**src/rtl/fetch_ctrl_pkg.sv**
```systemverilog
// Shared types for the fetch hazard controller: FSM states, load-use counter width,
// and the classification of a branch resolving in EX.
package fetch_ctrl_pkg;

    localparam int LU_CNT_W      = 3;
    localparam int REG_W_DEFAULT = 5;

    typedef enum logic [1:0] {
        RUN      = 2'd0,
        LU_STALL = 2'd1,
        FREEZE   = 2'd2
    } fetch_state_e;

    // MP_NOT_TAKEN: predicted taken, resolved not taken.
    // MP_TAKEN_*:   predicted not taken, resolved taken; suffix is the EX-side BTB hit.
    typedef enum logic [1:0] {
        MP_NONE       = 2'd0,
        MP_NOT_TAKEN  = 2'd1,
        MP_TAKEN_HIT  = 2'd2,
        MP_TAKEN_MISS = 2'd3
    } mp_kind_e;

    function automatic logic is_redirect(input mp_kind_e kind);
        return kind != MP_NONE;
    endfunction

endpackage

```
**src/rtl/branch_resolve_decode.sv**
```systemverilog
// Classifies the branch resolving in EX against its IF-time prediction and BTB hit.
module branch_resolve_decode
    import fetch_ctrl_pkg::*;
(
    input  logic     branch_E,
    input  logic     bne_E,
    input  logic     real_Value_E,
    input  logic     prediction_E,
    input  logic     hit_E,
    output logic     br_E,
    output mp_kind_e mp_kind
);

    logic pred_tk;

    always_comb begin
        br_E    = branch_E | bne_E;
        pred_tk = prediction_E & hit_E;
        mp_kind = MP_NONE;
        if (br_E) begin
            if (pred_tk && !real_Value_E) begin
                mp_kind = MP_NOT_TAKEN;
            end else if (!pred_tk && real_Value_E) begin
                mp_kind = hit_E ? MP_TAKEN_HIT : MP_TAKEN_MISS;
            end
        end
    end

endmodule

```
**src/rtl/fetch_hazard_controller.sv**
```systemverilog
// Fetch-stage hazard sequencer: branch mispredict recovery, JR bubble, load-use stalls, memory freeze.
// Optional performance counters are built when FETCH_CTRL_PERF_EN is defined.
//
//  state    | meaning
//  ---------+----------------------------------------------------------------
//  RUN      | normal fetch; load-use detection active
//  LU_STALL | holding PC/IF-ID for the remaining load-use bubbles
//  FREEZE   | ext_stall asserted; prior state and bubble count held
module fetch_hazard_controller
    import fetch_ctrl_pkg::*;
#(
    parameter int LU_STALL_CYCLES = 1,
    parameter int REG_W           = REG_W_DEFAULT,
    parameter int CNT_W           = 16
) (
    input  logic             clk,
    input  logic             reset,
    input  logic             ext_stall,
    input  logic             branch_E,
    input  logic             bne_E,
    input  logic             real_Value_E,
    input  logic             prediction_E,
    input  logic             hit_E,
    input  logic             flush_JR,
    input  logic             memRead_E,
    input  logic [REG_W-1:0] rt_E,
    input  logic [REG_W-1:0] rs_D,
    input  logic [REG_W-1:0] rt_D,
    output logic             PC_WRite,
    output logic             IF_ID_write,
    output logic             ID_EX_flush,
    output logic             flush,
    output logic             flush_hit,
    output logic             selectCorrectTarget,
    output logic             selectCorrectPcPlus1,
    output logic             select_hit
`ifdef FETCH_CTRL_PERF_EN
    ,
    output logic [CNT_W-1:0] mispredict_cnt,
    output logic [CNT_W-1:0] branch_cnt,
    output logic [CNT_W-1:0] stall_cnt
`endif
);

    localparam logic [LU_CNT_W-1:0] LU_LAST = LU_CNT_W'(LU_STALL_CYCLES - 1);

    fetch_state_e          state, next_state;
    fetch_state_e          saved_state, next_saved;
    fetch_state_e          eff_state;
    logic [LU_CNT_W-1:0]   lu_cnt, next_cnt;
    logic                  br_E;
    logic                  load_use;
    mp_kind_e              mp_kind;

    branch_resolve_decode u_resolve (
        .branch_E     (branch_E),
        .bne_E        (bne_E),
        .real_Value_E (real_Value_E),
        .prediction_E (prediction_E),
        .hit_E        (hit_E),
        .br_E         (br_E),
        .mp_kind      (mp_kind)
    );

    // Leaving FREEZE behaves as the saved state in the same cycle ext_stall drops.
    always_comb begin
        eff_state  = (state == FREEZE) ? saved_state : state;
        load_use   = memRead_E && (rt_E != '0) && ((rt_E == rs_D) || (rt_E == rt_D));
        next_state = eff_state;
        next_saved = saved_state;
        next_cnt   = lu_cnt;

        PC_WRite             = 1'b1;
        IF_ID_write          = 1'b1;
        ID_EX_flush          = 1'b0;
        flush                = 1'b0;
        flush_hit            = 1'b0;
        selectCorrectTarget  = 1'b0;
        selectCorrectPcPlus1 = 1'b0;
        select_hit           = 1'b0;

        if (ext_stall) begin
            PC_WRite    = 1'b0;
            IF_ID_write = 1'b0;
            next_state  = FREEZE;
            next_saved  = eff_state;
        end else if (is_redirect(mp_kind)) begin
            ID_EX_flush          = 1'b1;
            flush                = (mp_kind != MP_TAKEN_MISS);
            flush_hit            = (mp_kind == MP_TAKEN_MISS);
            selectCorrectTarget  = (mp_kind == MP_TAKEN_HIT);
            selectCorrectPcPlus1 = (mp_kind == MP_NOT_TAKEN);
            select_hit           = (mp_kind != MP_NOT_TAKEN);
            next_state           = RUN;
            next_cnt             = '0;
        end else if (flush_JR) begin
            ID_EX_flush = 1'b1;
            next_state  = RUN;
            next_cnt    = '0;
        end else if (eff_state == LU_STALL) begin
            PC_WRite    = 1'b0;
            IF_ID_write = 1'b0;
            ID_EX_flush = 1'b1;
            if (lu_cnt == LU_LAST) begin
                next_state = RUN;
                next_cnt   = '0;
            end else begin
                next_cnt = lu_cnt + LU_CNT_W'(1);
            end
        end else if (load_use) begin
            PC_WRite    = 1'b0;
            IF_ID_write = 1'b0;
            ID_EX_flush = 1'b1;
            if (LU_STALL_CYCLES > 1) begin
                next_state = LU_STALL;
                next_cnt   = LU_CNT_W'(1);
            end
        end

        if (reset) begin
            PC_WRite             = 1'b1;
            IF_ID_write          = 1'b1;
            ID_EX_flush          = 1'b0;
            flush                = 1'b0;
            flush_hit            = 1'b0;
            selectCorrectTarget  = 1'b0;
            selectCorrectPcPlus1 = 1'b0;
            select_hit           = 1'b0;
        end
    end

    always_ff @(posedge clk) begin
        if (reset) begin
            state       <= RUN;
            saved_state <= RUN;
            lu_cnt      <= '0;
        end else begin
            state       <= next_state;
            saved_state <= next_saved;
            lu_cnt      <= next_cnt;
        end
    end

`ifdef FETCH_CTRL_PERF_EN
    logic br_inc, mp_inc, stall_inc;

    assign br_inc    = !ext_stall && br_E;
    assign mp_inc    = !ext_stall && is_redirect(mp_kind);
    assign stall_inc = !PC_WRite;

    // Saturating counters; all-ones is sticky until reset.
    always_ff @(posedge clk) begin
        if (reset) begin
            branch_cnt     <= '0;
            mispredict_cnt <= '0;
            stall_cnt      <= '0;
        end else begin
            if (br_inc && (branch_cnt != '1)) begin
                branch_cnt <= branch_cnt + CNT_W'(1);
            end
            if (mp_inc && (mispredict_cnt != '1)) begin
                mispredict_cnt <= mispredict_cnt + CNT_W'(1);
            end
            if (stall_inc && (stall_cnt != '1)) begin
                stall_cnt <= stall_cnt + CNT_W'(1);
            end
        end
    end
`else
    logic [CNT_W-1:0] perf_unused;
    assign perf_unused = '0;
`endif

endmodule
```
**config.mk**
```make
export PLATFORM = sky130hd
export DESIGN_NAME = fetch_hazard_controller
export DESIGN_NICKNAME = d
export VERILOG_FILES = /design/src/rtl/fetch_ctrl_pkg.sv /design/src/rtl/branch_resolve_decode.sv /design/src/rtl/fetch_hazard_controller.sv
export SDC_FILE = /design/constraint.sdc
export NUM_CORES = 1
export LEC_CHECK = 0
export CORE_MARGIN = 2
export CORE_UTILIZATION = 42
export CTS_CLUSTER_DIAMETER = 120
export CTS_CLUSTER_SIZE = 28
export DETAILED_ROUTE_END_ITERATION = 8
export PLACE_DENSITY = 0.93
export SLEW_MARGIN = 20
export SYNTH_ARGS = -nofsm -noshare
export SYNTH_HDL_FRONTEND = slang
export SYNTH_HIERARCHICAL = 1
export SYNTH_SLANG_ARGS = --single-unit
```
**constraint.sdc**
```tcl
create_clock -name clk -period 3.35 [get_ports clk]
set_clock_uncertainty 0.15 [all_clocks]
set_input_delay 0.335 -clock clk [delete_from_list [all_inputs] [get_ports clk]]
set_output_delay 0.335 -clock clk [all_outputs]
set_load 0.02 [all_outputs]
```
# Word-level counts from Yosys, hierarchy flattened
# Index checks and enable logic that the tools add are counted.
# totals
in_bits,25
romBits,0
mem_count,0
out_inout_bits,8
mem_bits_rw,0
regBits,7
latch_bits,0
# classes
n_mul,0
reduce_logical,13
n_mux,41
div_mod_pow,0
addsub,1
eq_ne,9
bitwise,3
shift,0
magnitude_cmp,0
# op_table
operator,count
two-way mux 1 bit,28
two-way mux 2 bit,9
two-way mux 3 bit,4
== test 5 bit,2
== test 2 bit (second input constant),3
nonzero test 5 bit,1
== test 2 x 1 -> 1 bit (second input constant),2
logical AND 1 bit,4
OR reduction 4 bit,1
adder 3 x 1 -> 3 bit (second input constant),1
logical NOT 3 bit,1
nonzero test 3 bit,1
logical NOT 1 bit,2
inequality test 2 x 1 -> 1 bit (second input constant),1
inequality test 2 bit (second input constant),1
AND reduction 2 bit,1
nonzero test 2 bit,1
AND 1 bit,1
logical OR 1 bit,1
inverter 1 bit,1
OR 1 bit,1

# Longest topological paths before layout
# Gate-level depths: netlist (run 1).
# depth
depth_word,10
ltp_mapped,10
depth_no_buf,9

# Modules after synthesis
# The synthesis (run 1) kept the hierarchy.
# by_module_without_submodules
module,area_each_um2,seq_area_each_um2,cells_per_inst,instances
fetch_hazard_controller,643.1,140.1,80,1
branch_resolve_decode,32.5,0.0,6,1

# Worst setup path before layout (run 1)
# Ideal clock, no wire load.
# synth_timing
kind,input to output
startpoint,input bne_E
endpoint,output PC_WRite
n_path_buf,1
t_arrival_ns,1.870
setup_slack_ns,0.995
stages,9
path_cell_list,nor2_2 -> a211oi_1 -> inv_1 -> ha_1 -> nand2b_1 -> nor4_1 -> a21oi_1 -> o41a_1 -> buf_4
# synth_via
elab_chain_cells,6
# synth_lines
element,line_no,source
from (decl),fetch_hazard_controller.sv:20,"input logic bne_E,"
OR 1 bit,branch_resolve_decode.sv:17,br_E = branch_E | bne_E;
two-way mux 2 bit,branch_resolve_decode.sv:20,if (br_E) begin
via mp_kind[0],fetch_hazard_controller.sv:53,mp_kind_e mp_kind;
nonzero test 2 bit,fetch_ctrl_pkg.sv:24,return kind != MP_NONE;
two-way mux 1 bit (3 in a row),--,
to (decl),fetch_hazard_controller.sv:29,"output logic PC_WRite,"
# The timed path passes the listed nets, and every way through them passes these cells.

# Worst setup path after layout (run 1)
# layout_timing
startpoint,input hit_E
endpoint,output IF_ID_write
# layout_via
elab_chain_cells,10
# layout_lines
element,line_no,source
from (decl),fetch_hazard_controller.sv:23,"input logic hit_E,"
AND 1 bit,branch_resolve_decode.sv:18,pred_tk = prediction_E & hit_E;
logical NOT 1 bit,branch_resolve_decode.sv:23,end else if (!pred_tk && real_Value_E) begin
logical AND 1 bit,branch_resolve_decode.sv:23,
two-way mux 2 bit,branch_resolve_decode.sv:23,
two-way mux 2 bit *,branch_resolve_decode.sv:21,if (pred_tk && !real_Value_E) begin
two-way mux 2 bit *,branch_resolve_decode.sv:20,
via mp_kind[0],fetch_hazard_controller.sv:53,
nonzero test 2 bit *,fetch_ctrl_pkg.sv:24,
two-way mux 1 bit *,fetch_hazard_controller.sv:87,end else if (is_redirect(mp_kind)) begin
two-way mux 1 bit *,fetch_hazard_controller.sv:82,if (ext_stall) begin
two-way mux 1 bit *,fetch_hazard_controller.sv:120,if (reset) begin
to (decl),fetch_hazard_controller.sv:30,"output logic IF_ID_write,"
# Mark *: on every way through the listed nets, which the timed path passes. The rest lies on a longest branch.

==> out/results.txt, run 1 <==
status: finished clean
Reg2Reg Depth: 4
initial core utilization: 44.85%
r2r setup slk: 1950 ps
largest family of logic cells by synthesized area: simple AND/OR/NAND/NOR gates
mux contribution to synthesized area: 3.704%
crit start category: input pin
CP Max Fanout: 4
largest net degree at the start of global routing: 13
hold worst-path end: lu_cnt[2]
top post-synthesis cells by area: dfxtp_1 21%, ha_1 13%, xor2_1 13%
VDD IR max: 159.1 uV
Mapped Area: 675.6 sq um
Top-Level Pins: 33
Worst-Margin Slew: 422.6 ps
antenna cells: 0
Die ar.: 0.001946 sq mm
CTS tree: done
1st-pass router iterations: 3
Seq cells post-synth: 7
hold violation total from the final report: 0
gpl congestion: 0.7360
min cycle time layout: 3084 ps
synthesis-to-finish area growth: 52.78%
RSZ-0062 raised after global routing: false
1st-iter DRT viols: 4
post-detail-place hpwl: 1394 um
gr usage total: 19.43%
syn_area_per_cell: 7.856 sq um
Die Y: 44.11 um
Hold Path Depth: 2
Hold Buf Count CTS: 0
Final Cell Area: 0.001032 sq mm
Routed WL: 1645 um
Tcrit/Tclk final: 92.05%
initial antenna violation count: 0
PwrDens: 246.5 mW/mm^2
most frequent cells in the layout: 32 x clkdlybuf4s50_1, 10 x nor2_1, 10 x xor2_1, 7 x ha_1, 7 x dfxtp_1
H-tree levels: 1
YS warnings: 6
CTS resizes: 0
per-cell routed wire length: 12.10 um
Sum Neg Setup Slack: 0 ps
post-synthesis sequential area ratio: 20.74%
Slew headroom: 71.74%
maximum clock frequency: 324.3 MHz
nets: 153
Arrival @ worst endpoint: 2600 ps
post-synthesis cell type count: 31
die width: 44.11 um
DP Area: 0.001005 sq mm
fin. max-slew vios: 0
DR vias/cell: 5.125
Tot Pwr: 254.5 uW
Antenna Nets Post-Route: 0
total number of vias: 697
CTS Buffer Depth: 2
# rows: 14
number of global-route vias before repair: 679
simple-gate portion of the synthesized area: 27.41%
# Max-Cap Violations: 0
Critical Path Sink Type: output port
Pleak: 0.0004190 uW
most common cell after layout, fill and taps aside: clkdlybuf4s50_1
clk slew on worst S/H paths: 60 ps
Synth Area in Adders: 12.96%
Yosys top cell area share: 20.74%
first-pass GRT wire length: 2801 um
fraction of synthesized cell area in xor and xnor cells: 12.96%
Synth area leader: dfxtp_1
setup violators final: 0
I/O Buffers: 32
CTS Buf Count: 3
layout cell share with drive strength beyond 1: 8.333%
Core Area: 0.001506 sq mm
Gate Count Post-Synth: 86
min-delay src: lu_cnt[2]
worst reg2reg startpoint: state[0]
clock sinks: 7
grt total ovfl: 0
DRC viols: 0
min-delay worst type: reg2reg
root buffer cell: clkbuf_4
setup repair bufs after CTS: 0
critical path class: in2out
WP data required: 2860 ps
r2r endpoint: lu_cnt[1]
worst skew pair latency: 260 ps
Synth Area in Compound Gates: 16.11%
syn nets: 118
==> how the worst max path moves through the flow <==
stage	endpoint	startpoint
2_1_floorplan	PC_WRite	bne_E
3_3_place_gp	IF_ID_write	hit_E
3_5_place_dp	IF_ID_write	hit_E
4_1_cts	IF_ID_write	hit_E
5_1_grt	PC_WRite	hit_E
6_report	IF_ID_write	hit_E
==> area by class of cell <==
class | count | area (sq um)
clock buffers | 3 | 22.52
clock inverters | 1 | 5.005
fillers | 135 | 474.2
inverters | 6 | 22.52
multi-input cells | 70 | 494.2
flip-flops and latches | 7 | 140.1
well taps | 16 | 20.02
repair buffers | 33 | 327.8
==> synthesized netlist by cell type <==
cell type	instances
inv_1	5
and3_1	1
mux2i_1	1
nor2_2	2
dfxtp_1	7
nand4bb_1	1
o21ai_0	1
a31o_2	1
buf_4	2
o21ai_1	1
and2b_1	1
o21a_1	1
nand2b_1	2
o41ai_1	1
nor2_1	10
mux2_4	1
nor3_1	3
a22oi_1	2
and2_1	4
clkbuf_1	1
ha_1	7
or4_1	1
o41a_1	1
a21oi_1	5
nand2_1	4
nand3_1	2
nor2b_1	2
a211oi_1	3
nor4_1	2
inv_2	1
xor2_1	10
==> where the power goes <==
part	internal (uW)	switching, uW	leakage (uW)
logic	49.7	38.7	0.000344
clock network	43.9	36.6	0.0000177
registers	84.5	1.04	0.0000568
total	178	76.4	0.000419
==> routing by layer <==
metal  vias to the layer above  routed length (um)  global-route usage, %
met5                         -                   0                      0
met1                       306                 709                  23.27
met4                         0                  27                  9.091
li1                        369                   -                      -
met2                        18                 826                  32.65
met3                         4                  82                  4.490
==> logic make-up after synthesis <==
kind of cell	Yosys count
AOI/OAI and AO/OA	16
and+or+nand+nor	35
buffers and inverters	9
DFF	7
muxes	2
adders and majority gates	7
xor gates and xnor gates	10
==> worst max-delay path: stages <==
cell,delay [ps]
clkdlybuf4s50_1,500
a21oi_1,70
a211oi_1,230
inv_1,100
ha_1,230
nand2b_1,140
nor4_1,70
a21oi_1,130
o41a_1,170
clkdlybuf4s50_1,620
==> registers in the layout (all words and copies together) (netlist names) <==
register,cells
state,2
saved_state,2
lu_cnt,3
==> per-stage QoR <==
stage	instances	worst slack, ps	util (%)	hold WS (ps)
floorplan	86	994.5	-	313.2
detailed placement	132	245.6	66.69	343.6
global route	136	88.02	68.52	405.1
finish	136	266.3	68.52	345.2
CTS	136	240.7	68.52	351.8
global placement	132	304.0	66.69	327.0
Note: power is estimated with default switching activity, not from simulation.
==> inputs of run 2 (changes only) <==
--- a/config.mk
+++ b/config.mk
@@ -16,3 +16,4 @@
 export SYNTH_HDL_FRONTEND = slang
 export SYNTH_HIERARCHICAL = 1
 export SYNTH_SLANG_ARGS = --single-unit
+export TNS_END_PERCENT = 50
==> results of run 2 <==
Final layout, timing and power as in run 1 (identical DEF).
==> inputs of run 3 (changes only) <==
--- a/config.mk
+++ b/config.mk
@@ -11,9 +11,9 @@
 export CTS_CLUSTER_SIZE = 28
 export DETAILED_ROUTE_END_ITERATION = 8
 export PLACE_DENSITY = 0.93
+export SKIP_CTS_REPAIR_TIMING = 1
 export SLEW_MARGIN = 20
 export SYNTH_ARGS = -nofsm -noshare
 export SYNTH_HDL_FRONTEND = slang
-export SYNTH_HIERARCHICAL = 1
 export SYNTH_SLANG_ARGS = --single-unit
 export TNS_END_PERCENT = 50
==> run 3 against run 2 <==
Effect of this change: design area decreased by 1.7%; final cell count decreased by 0.74%; largest power group unchanged; non-clock buffer count is 1 lower; sequential share of layout area is 0.23 points higher; register-to-register slack worse by 200 ps; wire length rose by 5.0%; critical path type unchanged; core utilization is 0.37 points lower.
==> out/results.txt, run 3 <==
H-tree levels: 1 (unchanged)
biggest regs: lu_cnt x3, saved_state x2, state x2 (unchanged)
count leader, synth: nor2_1
CP delay by family, top: buffers and inverters (unchanged)
initial antenna violation count: 0 (unchanged)
Core Area: 0.001489 sq mm (was 0.001506 sq mm)
most common cell after layout, fill and taps aside: clkdlybuf4s50_1 (unchanged)
Yosys top cell area share: 21.13% (was 20.74%)
Finished Core Util: 68.15% (was 68.52%)
Post-synth EDFFs: 0 (unchanged)
most frequent CP cell: clkdlybuf4s50_1
per-cell routed wire length: 12.80 um (was 12.10 um)
grt total ovfl: 0 (unchanged)
die width: 43.74 um (was 44.11 um)
total number of vias: 717 (was 697)
Critical Path Sink Type: output port (unchanged)
root buffer cell: clkbuf_4 (unchanged)
worst skew pair latency: 240 ps (was 260 ps)
syn_area_per_cell: 7.802 sq um (was 7.856 sq um)
critical path class: in2out (unchanged)
register area: 140.1 sq um (unchanged)
Sum Neg Setup Slack: 0 ps (unchanged)
Synth area leader: dfxtp_1 (unchanged)
Reg2Reg Depth: 4 (unchanged)
min-delay worst type: reg2reg (unchanged)
clock sinks: 7 (unchanged)
worst reg2reg startpoint: lu_cnt[0] (was state[0])
CTS Buf Count: 3 (unchanged)
Mapped Area: 663.1 sq um (was 675.6 sq um)
fin. max-slew vios: 0 (unchanged)
DR vias/cell: 5.311 (was 5.125)
CP cell instances: clkdlybuf4s50_1, mux2i_1, o21a_1, inv_1, ha_1, nand2b_1, or4b_1, o221a_2, clkdlybuf4s50_1 (was clkdlybuf4s50_1, a21oi_1, a211oi_1, inv_1, ha_1, nand2b_1, nor4_1, a21oi_1, o41a_1, clkdlybuf4s50_1)
Pleak: 0.0004057 uW (was 0.0004190 uW)
top post-synthesis cells by area: dfxtp_1 21%, ha_1 13%, xor2_1 13% (unchanged)
DRC viols: 0 (unchanged)
Die Y: 43.74 um (was 44.11 um)
post-synthesis cell type count: 30 (was 31)
Slew headroom: 67.04% (was 71.74%)
CTS tree: done (unchanged)
hold violation total from the final report: 0 (unchanged)
simple-gate portion of the synthesized area: 26.98% (was 27.41%)
CTS Buffer Depth: 2 (unchanged)
multi-input logic area: 485.5 sq um (was 494.2 sq um)
Worst-Margin Slew: 481.9 ps (was 422.6 ps)
YS warnings: 0 (was 6)
r2r setup slk: 1750 ps (was 1950 ps)
setup violators final: 0 (unchanged)
I/O Buffers: 32 (unchanged)
DP Area: 988.4 sq um (was 0.001005 sq mm)
Top-Level Pins: 33 (unchanged)
RSZ-0062 raised after global routing: false (unchanged)
Seq cells post-synth: 7 (unchanged)
maximum clock frequency: 313.7 MHz (was 324.3 MHz)
status: finished clean (unchanged)
r2r endpoint: state[0] (was lu_cnt[1])
1st-pass router iterations: 4 (was 3)
post-synthesis sequential area ratio: 21.13% (was 20.74%)
WP data required: 2860 ps (about the same)
Worst setup endpoint: IF_ID_write (unchanged)
1st-iter DRT viols: 12 (was 4)
layout cell share with drive strength beyond 1: 5.042% (was 8.333%)
largest net degree at the start of global routing: 11 (was 13)
initial core utilization: 44.54% (was 44.85%)
placed cells: 131 (was 132)
Worst path slowest cell: clkdlybuf4s50_1 (unchanged)
worst setup path startpoint: real_Value_E (was hit_E)
CP peak stage delay: 620 ps (about the same)
first-pass GRT wire length: 2953 um (was 2801 um)
CP Max Fanout: 7 (was 4)
critical path depth in cells: 9 (was 10)
min-delay src: lu_cnt[1] (was lu_cnt[2])
gpl congestion: 0.7848 (was 0.7360)
crit start category: input pin (unchanged)
CP bufs+invs: 3 (unchanged)
antenna cells: 0 (unchanged)
clk slew on worst S/H paths: 50 ps (was 60 ps)
syn nets: 117 (was 118)
PwrDens: 245.6 mW/mm^2 (was 246.5 mW/mm^2)
nets: 152 (was 153)
most frequent cells in the layout: 32 x clkdlybuf4s50_1, 14 x nor2_1, 10 x xor2_1, 7 x ha_1, 7 x dfxtp_1 (was 32 x clkdlybuf4s50_1, 10 x nor2_1, 10 x xor2_1, 7 x ha_1, 7 x dfxtp_1)
Gate Count Post-Synth: 85 (was 86)
Post-synth top cells: 14 x nor2_1, 10 x xor2_1, 7 x dfxtp_1, 7 x ha_1, 6 x inv_1 (was 10 x nor2_1, 10 x xor2_1, 7 x dfxtp_1, 7 x ha_1)
number of global-route vias before repair: 734 (was 679)
max reg flops: 3 (unchanged)
Antenna Nets Post-Route: 0 (unchanged)
VDD IR max: 117.4 uV (was 159.1 uV)
Top reg by flops: lu_cnt (unchanged)
synthesis-to-finish area growth: 53.02% (was 52.78%)
fraction of synthesized cell area in xor and xnor cells: 13.21% (was 12.96%)
largest family of logic cells by synthesized area: simple AND/OR/NAND/NOR gates (unchanged)
post-detail-place hpwl: 1482 um (was 1394 um)
mux contribution to synthesized area: 3.019% (was 3.704%)
Arrival @ worst endpoint: 2700 ps (was 2600 ps)
min cycle time layout: 3188 ps (was 3084 ps)
Most used DFF post-synth: dfxtp_1 (unchanged)
# rows: 14 (unchanged)
Post-synth ARST share: 0% (unchanged)
Final Non-Filler Cells: 135 (was 136)
Die ar.: 0.001913 sq mm (was 0.001946 sq mm)
Final Cell Area: 0.001015 sq mm (was 0.001032 sq mm)
total of fill cells in the finished design: 126 (was 135)
Synth Area in Adders: 13.21% (was 12.96%)
# Max-Cap Violations: 0 (unchanged)
gr usage total: 20.05% (was 19.43%)
Routed WL: 1728 um (was 1645 um)
Synth Area in Compound Gates: 16.79% (was 16.11%)
Tcrit/Tclk final: 95.15% (was 92.05%)
## run 3: worst min-delay path, stage by stage, from the launching register on
cell and delay, ps:
dfxtp_1 320, nand2_1 60, a21oi_1 50
## run 3: cells by family after synthesis
logic type,Yosys count
flip-flops,7
AND/OR/NAND/NOR,35
buffers and inverters,8
XOR/XNOR,10
AO/OA/AOI/OAI,16
multiplexers,2
adder cells (fa/ha/maj),7
## run 3: power by group
part / switching [uW] / internal (uW)
Clock: 30.2 / 45.4
Sequential: 1.06 / 84.6
Combinational: 39.5 / 48.5
Total: 70.7 / 178
## run 3: per-stage QoR
stage / power [uW] / hold WS [ps] / setup WS, ps
final: 249.2 / 325.3 / 162.5
after global routing: 265.1 / 380.4 / 17.48
after CTS: 251.2 / 326.0 / 152.4
after detailed placement: 175.2 / 319.7 / 157.9
after global placement: 171.9 / 313.9 / 262.3
after floorplan: 127.4 / 279.8 / 1082
## run 3: worst min-delay path by stage
stage / depth (start not counted) / to
3_3_place_gp: 2 / lu_cnt[1]
2_1_floorplan: 1 / saved_state[0]
6_report: 2 / lu_cnt[1]
4_1_cts: 2 / lu_cnt[1]
5_1_grt: 2 / lu_cnt[2]
3_5_place_dp: 2 / lu_cnt[1]
## run 3: area by class of cell
class | count | share of cell area, %
Sequential cell | 7 | 13.81
Tap cell | 16 | 1.973
Timing Repair Buffer | 32 | 31.57
Inverter | 6 | 2.219
Multi-Input combinational cell | 70 | 47.84
Clock buffer | 4 | 2.589
## run 3: per-layer routing
| metal | up-vias | part of all wire, % | wire length [um] | GRT usage [%] |
|---|---|---|---|---|
| li1 | 363 | - | - | - |
| met1 | 337 | 42 | 718 | 21.68 |
| met2 | 17 | 54 | 928 | 38.53 |
| met3 | 0 | 4.7 | 82 | 4.583 |
| met4 | 0 | 0 | 0 | 4.848 |
| met5 | - | 0 | 0 | 0 |
